==> src/rtl/instr_enc_if.sv <==
// Valid/ready stream bundle for instr_field_encoder: decoded fields in, packed MIPS word out.
interface instr_enc_if;
  logic        in_valid;
  logic        in_ready;
  logic [1:0]  in_fmt;
  logic [5:0]  in_op;
  logic [4:0]  in_rs;
  logic [4:0]  in_rt;
  logic [4:0]  in_rd;
  logic [5:0]  in_funct;
  logic [31:0] in_value;
  logic        in_sig;
  logic        out_valid;
  logic        out_ready;
  logic [31:0] out_instr;
  logic        out_err;

  modport master (
    output in_valid, in_fmt, in_op, in_rs, in_rt, in_rd, in_funct, in_value, in_sig, out_ready,
    input  in_ready, out_valid, out_instr, out_err
  );

  modport slave (
    input  in_valid, in_fmt, in_op, in_rs, in_rt, in_rd, in_funct, in_value, in_sig, out_ready,
    output in_ready, out_valid, out_instr, out_err
  );
endinterface

==> src/rtl/instr_field_encoder.sv <==
// Packs decoded fields back into a 32-bit MIPS word with extender range checks, S1 register + FWFT FIFO.
// Optional INSTR_ENC_STRICT_EN: erroneous words are counted but dropped instead of emitted.
module instr_field_encoder #(
  parameter int         FIFO_DEPTH = 2,
  parameter int         ERR_CNT_W  = 8,
  parameter logic [3:0] JT_REGION  = 4'b1000
) (
  input  logic                 clk,
  input  logic                 rst_n,
  instr_enc_if.slave           bus,
  output logic [ERR_CNT_W-1:0] err_cnt,
  output logic                 busy
);
  localparam int PTR_W = (FIFO_DEPTH > 1) ? $clog2(FIFO_DEPTH) : 1;
  localparam int CNT_W = $clog2(FIFO_DEPTH + 1);
  localparam logic [CNT_W-1:0] DEPTH_C = CNT_W'(FIFO_DEPTH);
`ifdef INSTR_ENC_STRICT_EN
  localparam int ENTRY_W = 32;
`else
  localparam int ENTRY_W = 33;
`endif

  typedef enum logic [1:0] {FMT_R = 2'd0, FMT_I = 2'd1, FMT_SHIFT = 2'd2, FMT_J = 2'd3} fmt_e;

  typedef struct packed {
    fmt_e        fmt;
    logic [5:0]  op;
    logic [4:0]  rs;
    logic [4:0]  rt;
    logic [4:0]  rd;
    logic [5:0]  funct;
    logic [31:0] value;
    logic        sig;
  } s1_t;

  function automatic logic [31:0] encode_word(input s1_t s);
    logic [31:0] w;
    case (s.fmt)
      FMT_R:     w = {6'b0, s.rs, s.rt, s.rd, 5'b0, s.funct};
      FMT_I:     w = {s.op, s.rs, s.rt, s.value[15:0]};
      FMT_SHIFT: w = {6'b0, 5'b0, s.rt, s.rd, s.value[4:0], s.funct};
      default:   w = {s.op, s.value[27:2]};
    endcase
    return w;
  endfunction

  // Error means the decode-side extender could not reproduce value from the emitted field.
  function automatic logic range_err(input s1_t s);
    logic e;
    case (s.fmt)
      FMT_R:     e = 1'b0;
      FMT_I:     e = s.sig ? !((&s.value[31:15]) || !(|s.value[31:15])) : (|s.value[31:16]);
      FMT_SHIFT: e = s.sig ? !((&s.value[31:4]) || !(|s.value[31:4])) : (|s.value[31:5]);
      default:   e = (|s.value[1:0]) || (s.value[31:28] != JT_REGION);
    endcase
    return e;
  endfunction

  function automatic logic [ERR_CNT_W-1:0] sat_inc(input logic [ERR_CNT_W-1:0] c);
    return (&c) ? c : c + ERR_CNT_W'(1);
  endfunction

  logic                 s1_valid_q, s1_valid_d;
  s1_t                  s1_q, s1_d;
  logic [PTR_W-1:0]     wr_ptr_q, wr_ptr_d, rd_ptr_q, rd_ptr_d;
  logic [CNT_W-1:0]     count_q, count_d;
  logic [ERR_CNT_W-1:0] err_cnt_q, err_cnt_d;
  logic [ENTRY_W-1:0]   mem_q [FIFO_DEPTH];
  logic [ENTRY_W-1:0]   entry_d, rd_entry;
  logic [31:0]          enc_word;
  logic                 enc_err, out_valid_int, pop, fifo_can_take, push_ok, push, accept;

  assign enc_word      = encode_word(s1_q);
  assign enc_err       = range_err(s1_q);
  assign entry_d       = ENTRY_W'({enc_err, enc_word});
  assign out_valid_int = (count_q != '0);
  assign pop           = out_valid_int & bus.out_ready;
  assign fifo_can_take = (count_q < DEPTH_C) | pop;
  assign push_ok       = s1_valid_q & fifo_can_take;
`ifdef INSTR_ENC_STRICT_EN
  assign push          = push_ok & ~enc_err;
`else
  assign push          = push_ok;
`endif
  assign bus.in_ready  = ~s1_valid_q | fifo_can_take;
  assign accept        = bus.in_valid & bus.in_ready;

  always_comb begin
    s1_d       = '{fmt: fmt_e'(bus.in_fmt), op: bus.in_op, rs: bus.in_rs, rt: bus.in_rt,
                   rd: bus.in_rd, funct: bus.in_funct, value: bus.in_value, sig: bus.in_sig};
    s1_valid_d = s1_valid_q;
    wr_ptr_d   = wr_ptr_q;
    rd_ptr_d   = rd_ptr_q;
    err_cnt_d  = err_cnt_q;
    if (push_ok)
      s1_valid_d = 1'b0;
    if (accept)
      s1_valid_d = 1'b1;
    if (push)
      wr_ptr_d = wr_ptr_q + PTR_W'(1);
    if (pop)
      rd_ptr_d = rd_ptr_q + PTR_W'(1);
    if (push_ok && enc_err)
      err_cnt_d = sat_inc(err_cnt_q);
    count_d = count_q + CNT_W'(push) - CNT_W'(pop);
  end

  // S1 / FIFO control state
  always_ff @(posedge clk or negedge rst_n) begin
    if (!rst_n) begin
      s1_valid_q <= 1'b0;
      wr_ptr_q   <= '0;
      rd_ptr_q   <= '0;
      count_q    <= '0;
      err_cnt_q  <= '0;
    end else begin
      s1_valid_q <= s1_valid_d;
      wr_ptr_q   <= wr_ptr_d;
      rd_ptr_q   <= rd_ptr_d;
      count_q    <= count_d;
      err_cnt_q  <= err_cnt_d;
    end
  end

  always_ff @(posedge clk) begin
    if (accept)
      s1_q <= s1_d;
    if (push)
      mem_q[wr_ptr_q] <= entry_d;
  end

  assign rd_entry      = mem_q[rd_ptr_q];
  assign bus.out_valid = out_valid_int;
  assign bus.out_instr = out_valid_int ? rd_entry[31:0] : 32'h0;
`ifdef INSTR_ENC_STRICT_EN
  assign bus.out_err   = 1'b0;
`else
  assign bus.out_err   = out_valid_int & rd_entry[32];
`endif
  assign err_cnt       = err_cnt_q;
  assign busy          = s1_valid_q | out_valid_int;
endmodule

==> src/flat_wrapper.sv <==
// flat-port wrapper written by rule: the top's interface ports become plain ports
module instr_field_encoder_flat 
#(
  parameter int         FIFO_DEPTH = 2,
  parameter int         ERR_CNT_W  = 8,
  parameter logic [3:0] JT_REGION  = 4'b1000
)
  (clk, rst_n, err_cnt, busy, bus_in_valid, bus_in_fmt, bus_in_op, bus_in_rs, bus_in_rt, bus_in_rd, bus_in_funct, bus_in_value, bus_in_sig, bus_out_ready, bus_in_ready, bus_out_valid, bus_out_instr, bus_out_err);
  instr_enc_if bus_i ();
  input  logic clk;
  input  logic rst_n;
  output logic [ERR_CNT_W-1:0] err_cnt;
  output logic busy;
  input wire logic [$bits(bus_i.in_valid)-1:0] bus_in_valid;
  input wire logic [$bits(bus_i.in_fmt)-1:0] bus_in_fmt;
  input wire logic [$bits(bus_i.in_op)-1:0] bus_in_op;
  input wire logic [$bits(bus_i.in_rs)-1:0] bus_in_rs;
  input wire logic [$bits(bus_i.in_rt)-1:0] bus_in_rt;
  input wire logic [$bits(bus_i.in_rd)-1:0] bus_in_rd;
  input wire logic [$bits(bus_i.in_funct)-1:0] bus_in_funct;
  input wire logic [$bits(bus_i.in_value)-1:0] bus_in_value;
  input wire logic [$bits(bus_i.in_sig)-1:0] bus_in_sig;
  input wire logic [$bits(bus_i.out_ready)-1:0] bus_out_ready;
  output wire logic [$bits(bus_i.in_ready)-1:0] bus_in_ready;
  output wire logic [$bits(bus_i.out_valid)-1:0] bus_out_valid;
  output wire logic [$bits(bus_i.out_instr)-1:0] bus_out_instr;
  output wire logic [$bits(bus_i.out_err)-1:0] bus_out_err;
  assign bus_i.in_valid = bus_in_valid;
  assign bus_i.in_fmt = bus_in_fmt;
  assign bus_i.in_op = bus_in_op;
  assign bus_i.in_rs = bus_in_rs;
  assign bus_i.in_rt = bus_in_rt;
  assign bus_i.in_rd = bus_in_rd;
  assign bus_i.in_funct = bus_in_funct;
  assign bus_i.in_value = bus_in_value;
  assign bus_i.in_sig = bus_in_sig;
  assign bus_i.out_ready = bus_out_ready;
  assign bus_in_ready = bus_i.in_ready;
  assign bus_out_valid = bus_i.out_valid;
  assign bus_out_instr = bus_i.out_instr;
  assign bus_out_err = bus_i.out_err;
  instr_field_encoder #(.FIFO_DEPTH(FIFO_DEPTH), .ERR_CNT_W(ERR_CNT_W), .JT_REGION(JT_REGION)) u_core (.clk(clk), .rst_n(rst_n), .bus(bus_i), .err_cnt(err_cnt), .busy(busy));
endmodule
==> config.mk <==
export PLATFORM = sky130hd
export DESIGN_NAME = instr_field_encoder_flat
export DESIGN_NICKNAME = d
export VERILOG_FILES = /design/src/rtl/instr_enc_if.sv /design/src/rtl/instr_field_encoder.sv /design/src/flat_wrapper.sv
export SDC_FILE = /design/constraint.sdc
export NUM_CORES = 1
export LEC_CHECK = 0
export ABC_AREA = 1
export CAP_MARGIN = 20
export CORE_MARGIN = 1
export CORE_UTILIZATION = 30
export CTS_BUF_LIST = sky130_fd_sc_hd__clkbuf_2
export DETAILED_ROUTE_END_ITERATION = 8
export GPL_TIMING_DRIVEN = 0
export SLEW_MARGIN = 20
export SYNTH_ARGS = -nofsm -noshare
export SYNTH_HDL_FRONTEND = slang
export SYNTH_SLANG_ARGS = --single-unit
==> constraint.sdc <==
create_clock -name clk -period 6.9 [get_ports clk]
set_clock_uncertainty 0.2 [all_clocks]
set_input_delay 1.38 -clock clk [delete_from_list [all_inputs] [get_ports clk]]
set_output_delay 1.38 -clock clk [all_outputs]
set_load 0.01 [all_outputs]
==> impl_metrics.ini, run 1 <==
[worst_hold_path]
hold_path_depth = 2
worstHoldPathType = reg -> reg
worstHoldStart = u_core.s1_q[57]
min_to = u_core.mem_q[0][29]

[power_and_ir_drop]
vdd_ir_drop_max_uv = 120
power_density_nw_per_um2 = 375
switchingPower_mw = 1.00
seq_power_share_pct = 45.2
power_frac_clock_pct = 18.4
leakagePower_nw = 2.87
p_comb_share_pct = 36.5
p_sw_share_pct = 35.1
power_mw = 2.85
p_int_mw = 1.85

[synthesis]
ys_seq_area_share_pct = 71.2
synth_edf_count = 128
syn_inst = 527
synth_top_area_share_pct = 65.6
synth.top_cells.by_count = 189 x nand2_1, 128 x edfxtp_1, 44 x nor2_1, 35 x a21oi_1, 33 x inv_1
yosys_most_used_dff = edfxtp_1
synth_top_cell_by_area = edfxtp_1
synth_cell_types = 28
synth_nets = 596
yosys-top-cells-area = edfxtp_1 66%, nand2_1 12%, dfrtp_1 5.6%
postSynthAreaPerCell_um2 = 11.1
synth_most_common_cell = nand2_1
async_flop_share_pct = 9.22
ys_ff_latch = 141
yosys_warnings = 0
netlist_area_um2 = 5860

[setup_path]
worstSetupPathType = reg -> out
path_max_fanout = 10
crit_family = buffers and inverters
crit_path_end_kind = output pin
path_cells = clkbuf_1 -> clkinv_1 -> clkbuf_1 -> nand2_1 -> a21oi_1 -> clkdlybuf4s50_1
r2r_end = u_core.mem_q[1][8]
crit_required_ns = 5.32
worstSetupPathDepth = 6
rr_startpoint = u_core.count_q[1]
critPathMaxStageDelay_ns = 0.60
crit_top_cell = clkbuf_1
r2r_slack_ns = 4.59
cp-start-kind = flip-flop
crit_path_top_delay_cell = clkdlybuf4s50_1
arrival_ns = 2.93
r2r_cells = 7
cp_num_buf_inv = 4

[clock_tree]
cts-root-buf = clkbuf_2
cts_sinks = 141
post_cts_resized = 0
clkTransAtPathRegs_ns = 0.21
cts_tree = built
insertion_delay_ns = 0.72
cts_setup_buffers = 0
cts_hold_buf = 0
clockBufferDepth = 2
cts_buffers = 17
htreeDepth = 4

[timing]
slew_viol_final = 0
hold_slack_ns = 0.351
min_period_ns = 4.51
fin_setup_tns_ns = 0
fmax_mhz = 222
relSlewSlack_pct = 49.1
timing.final.hold_violations = 0
setup_viol = 0
rsz0062_at_grt = no
tightestPinTransition_ns = 0.764
period_share_pct = 65.4
fin_ws_ns = 2.39

[global_route]
track_usage_pct = 14.0
first_global_vias = 3963
grt_pass1_wl_mm = 20.8
antenna_found_initial = 1
grt_max_degree = 63
grt-ovfl-total = 0

[floorplanning]
num_io_pins = 110
initial_utilization_pct = 31.0
rows = 50
dieArea_um2 = 20100
die_y_um = 142
die_w_um = 142
core_area_um2 = 18900

[placement]
hpwl_mm = 9.58
gp_congestion = 0.880
port-buffer-count = 109
pre_cts_slack_ns = 2.68

[cells_and_area]
nets = 726
nFillCells = 1825
multi_input_area_um2 = 1500
area_delta_synth_final_pct = 30.1
drive_gt1_share_pct = 6.87
seq_area_um2 = 4170

[route]
drt_iter0_markers = 208
drc = 0
firstDrtPassIters = 5
routedWlPerCell_um = 14.2
vias_per_cell = 4.45
wirelength_mm = 13.2
num_vias = 4140
antenna_left = 0

[status]
status = finished, final reports clean

[flow_run]
cap_violations = 0
placed cells by master (no fill, tap or decap), types with 5 or more instances in the layout:
master	n
a21oi_1	35
clkbuf_1	15
clkbuf_2	17
clkdlybuf4s50_1	109
dfrtp_1	13
edfxtp_1	128
inv_1	32
inv_6	5
nand2_1	189
nand3_1	26
nor2_1	42
o211ai_1	6
o21ai_0	7
xor2_1	7
sequential cells by signal (all words and copies together), names as in the netlist:
signal,flops
u_core.err_cnt,8
u_core.s1_valid_q,1
u_core.s1_q,62
u_core.wr_ptr_q,1
u_core.mem_q,66
u_core.rd_ptr_q,1
u_core.count_q,2
through the flow:
step                      cell area [um2]  utilization [%]  std cells
after global routing                 7620             40.3        931
after floorplan                      5860                -        527
after global placement               7270             38.5        896
after detailed placement             7350             38.9        898
final                                7620             40.3        931
after CTS                            7620             40.3        930
worst max-delay path by stage:
stage,start,end,slack (ns)
2_1_floorplan,bus_out_ready,u_core.mem_q[1][0],3.14
3_3_place_gp,bus_out_ready,u_core.mem_q[1][14],1.75
3_5_place_dp,bus_out_ready,bus_in_ready,2.68
4_1_cts,u_core.rd_ptr_q,bus_out_instr[14],2.22
5_1_grt,u_core.rd_ptr_q,bus_out_instr[16],2.10
6_report,u_core.rd_ptr_q,bus_out_instr[14],2.39
worst reg2reg max path: cells and delay by family, from the launching register on:
kind            cells  cell delay (ns)
simple gates        3             0.72
flops               1             0.48
buf+inv             3             0.43
compound gates      1             0.21
logic make-up after synthesis:
family | share of synthesized area [%]
AO/OA/AOI/OAI | 4.98
XOR/XNOR | 1.35
adder cells (fa/ha/maj) | 0.641
buffers and inverters | 3.44
flip-flops | 71.2
AND/OR/NAND/NOR | 18.4
power groups by stage:
stage | Combinational, mW | Sequential [mW] | Clock, mW
2_1_floorplan | 0.511 | 1.29 | 0
3_3_place_gp | 1.00 | 1.31 | 0
3_5_place_dp | 1.06 | 1.31 | 0
4_1_cts | 1.07 | 1.29 | 0.548
5_1_grt | 1.15 | 1.31 | 0.582
6_report | 1.04 | 1.29 | 0.524
layout make-up:
cell class / count / area share, %
sequential: 141 / 54.7
inverter: 37 / 1.87
antenna: 1 / 0.0328
clock inverter: 15 / 2.41
tap: 260 / 4.27
clock buffer: 17 / 1.12
buffer: 16 / 0.805
timing repair buffer: 111 / 15.0
multi-input combinational: 333 / 19.7
routing by layer:
| layer | GRT usage [%] | part of all wire, % | wire (um) | up-vias |
|---|---|---|---|---|
| met2 | 23.3 | 49 | 6460 | 138 |
| met1 | 17.2 | 44 | 5780 | 1943 |
| met5 | 0 | 0 | 0 | - |
| li1 | - | - | - | 2038 |
| met3 | 3.95 | 5.3 | 705 | 21 |
| met4 | 5.26 | 1.7 | 229 | 0 |
Power figures use the tool's default switching activity.
==> run 2: changes to the inputs <==
clock period = 3.92 ns   (was 6.9 ns; I/O delays follow)
==> run 2 against run 1 <==
Effect of this change:
- count of clock-buffer cells in the layout stayed put
- sequential power is 77% higher
- critical path type unchanged
- core utilization hardly changed
- first-iteration DRC count is 16% higher
- register-to-register slack worse by 3.0 ns
- combinational power is 75% higher
- critical path depth is 2 lower
- worst hold slack worse by 0.15 ns
- setup slack worse by 2.1 ns
- global-route usage stayed put
==> impl_metrics.ini, run 2 (same netlist as run 1, synthesis figures left out) <==
[global_route]
track_usage_pct = 14.0
antenna_found_initial = 1
grt_max_degree = 63
grt_pass1_wl_mm = 20.8
grt-ovfl-total = 0
first_global_vias = 3963

[cells_and_area]
layout_common_cells = 189 x nand2_1, 128 x edfxtp_1, 109 x clkdlybuf4s50_1, 42 x nor2_1, 35 x a21oi_1
nets = 725
area_delta_synth_final_pct = 30.2
final_common_cell = nand2_1
largest_register_ffs = 66
drive_gt1_share_pct = 8.22
top_register = u_core.mem_q

[timing]
period_share_pct = 92.4
rsz0062_at_grt = no
fmax_mhz = 276
tightestPinTransition_ns = 0.767
setup_viol = 0
timing.final.hold_violations = 0
slew_viol_final = 0
fin_ws_ns = 0.297
fin_setup_tns_ns = 0
relSlewSlack_pct = 48.9
min_period_ns = 3.62

[power_and_ir_drop]
power_density_nw_per_um2 = 660
leakagePower_nw = 2.89
vdd_ir_drop_max_uv = 212

[placement]
hpwl_mm = 9.58
pre_cts_slack_ns = 0.741
port-buffer-count = 109
gp_congestion = 0.880

[setup_path]
r2r_slack_ns = 1.61
worstSetupPathType = reg -> out
arrival_ns = 2.64
path_max_fanout = 10
crit_required_ns = 2.94
crit_path_end_kind = output pin
cp-start-kind = flip-flop

[floorplanning]
rows = 50
num_io_pins = 110
core_area_um2 = 18900
die_w_um = 142
initial_utilization_pct = 31.0
die_y_um = 142
dieArea_um2 = 20100

[route]
routedWlPerCell_um = 14.2
antenna_left = 0
drc = 0
vias_per_cell = 4.43
firstDrtPassIters = 5
drt_iter0_markers = 241
wirelength_mm = 13.2
num_vias = 4120

[clock_tree]
cts_hold_buf = 0
insertion_delay_ns = 0.73
cts_tree = built
cts_sinks = 141
cts_buffers = 17
cts_setup_buffers = 0
cts-root-buf = clkbuf_2
clkTransAtPathRegs_ns = 0.22
htreeDepth = 4
clockBufferDepth = 2

[flow_run]
cap_violations = 0

[status]
status = finished, final reports clean

[worst_hold_path]
worstHoldPathType = in -> async
run 2: cell count changes in the layout (fill, tap and decap cells not counted):
| cell | change |
|---|---|
| clkbuf_1 | -9 |
| clkbuf_2 | +8 |
| clkinv_1 | -1 |
| clkinv_2 | +1 |
run 2: stage by stage:
step | util [%] | power [mW] | cell area (um2) | hold WS (ns) | std cells
after floorplan | - | 3.18 | 5860 | 0.288 | 527
after global placement | 38.5 | 4.08 | 7270 | 0.304 | 896
after detailed placement | 38.9 | 4.17 | 7350 | 0.312 | 898
after CTS | 40.3 | 5.11 | 7620 | 0.130 | 930
after global routing | 40.4 | 5.36 | 7630 | 0.147 | 930
final | 40.4 | 5.03 | 7630 | 0.200 | 930
run 2: per-layer routing:
layer / GRT usage, % / vias up / part of all wire, %
met5: 0 / - / 0
met4: 5.26 / 0 / 2.0
met3: 3.95 / 24 / 5.1
met2: 23.3 / 130 / 49
met1: 17.2 / 1930 / 44
li1: - / 2036 / -
run 2: area by class of cell:
type	instances	area, um2
multi-input cells	333	1500
clock buffers	17	85.1
fillers	1824	11300
diodes	1	2.50
clock inverters	15	184
well taps	260	325
inverters	37	144
repair buffers	111	1150
plain buffers	15	67.6
flip-flops and latches	141	4170
run 2: power by group:
group	switching, mW	internal [mW]
logic	1.02	0.802
registers	0.180	2.10
clock network	0.560	0.366
run 2: worst max-delay path, stage by stage (launching register included):
cell and delay (ns):
dfrtp_1 0.48, nor2_2 0.39, clkbuf_1 0.41, a21oi_1 0.12
clkdlybuf4s50_1 0.51
run 2: path summary, 6_finish.rpt:
path                                    from                  end  depth (start not counted)
min                                    rst_n    u_core.err_cnt[7]                          1
min in group clk             u_core.s1_q[57]  u_core.mem_q[0][29]                          2
max in group asynchronous              rst_n    u_core.err_cnt[1]                          1
max                        u_core.count_q[1]     bus_out_instr[2]                          4
min reg2reg                  u_core.s1_q[57]  u_core.mem_q[0][29]                          2
max reg2reg                u_core.count_q[1]   u_core.mem_q[1][3]                          7
run 2: timing repair:
| item | in CTS | in global routing |
|---|---|---|
| cloned | 0 | 0 |
| resized for setup | 5 | 8 |
| setup endpoints to repair | 25 | 21 |
==> run 3: changes to the inputs <==
SKIP_CTS_REPAIR_TIMING = 1   (was default)
SKIP_LAST_GASP = 1   (was default)
clock period = 4.3 ns   (was 3.92 ns; I/O delays follow)
==> results of run 3 <==
The final DEF is identical to that of run 1. Status: finished, final reports clean.
Main changes from that run: setup slack after placement 2.68 ns -> 1.05 ns; clock-pin slew on the worst setup and hold paths 0.21 ns -> 0.22 ns; setup slack after layout 2.39 ns -> 0.310 ns; hold slack 0.351 ns -> 0.286 ns; register-to-register setup slack 4.59 ns -> 1.99 ns; total power 2.85 mW -> 4.58 mW; worst IR drop on VDD 120 uV -> 193 uV
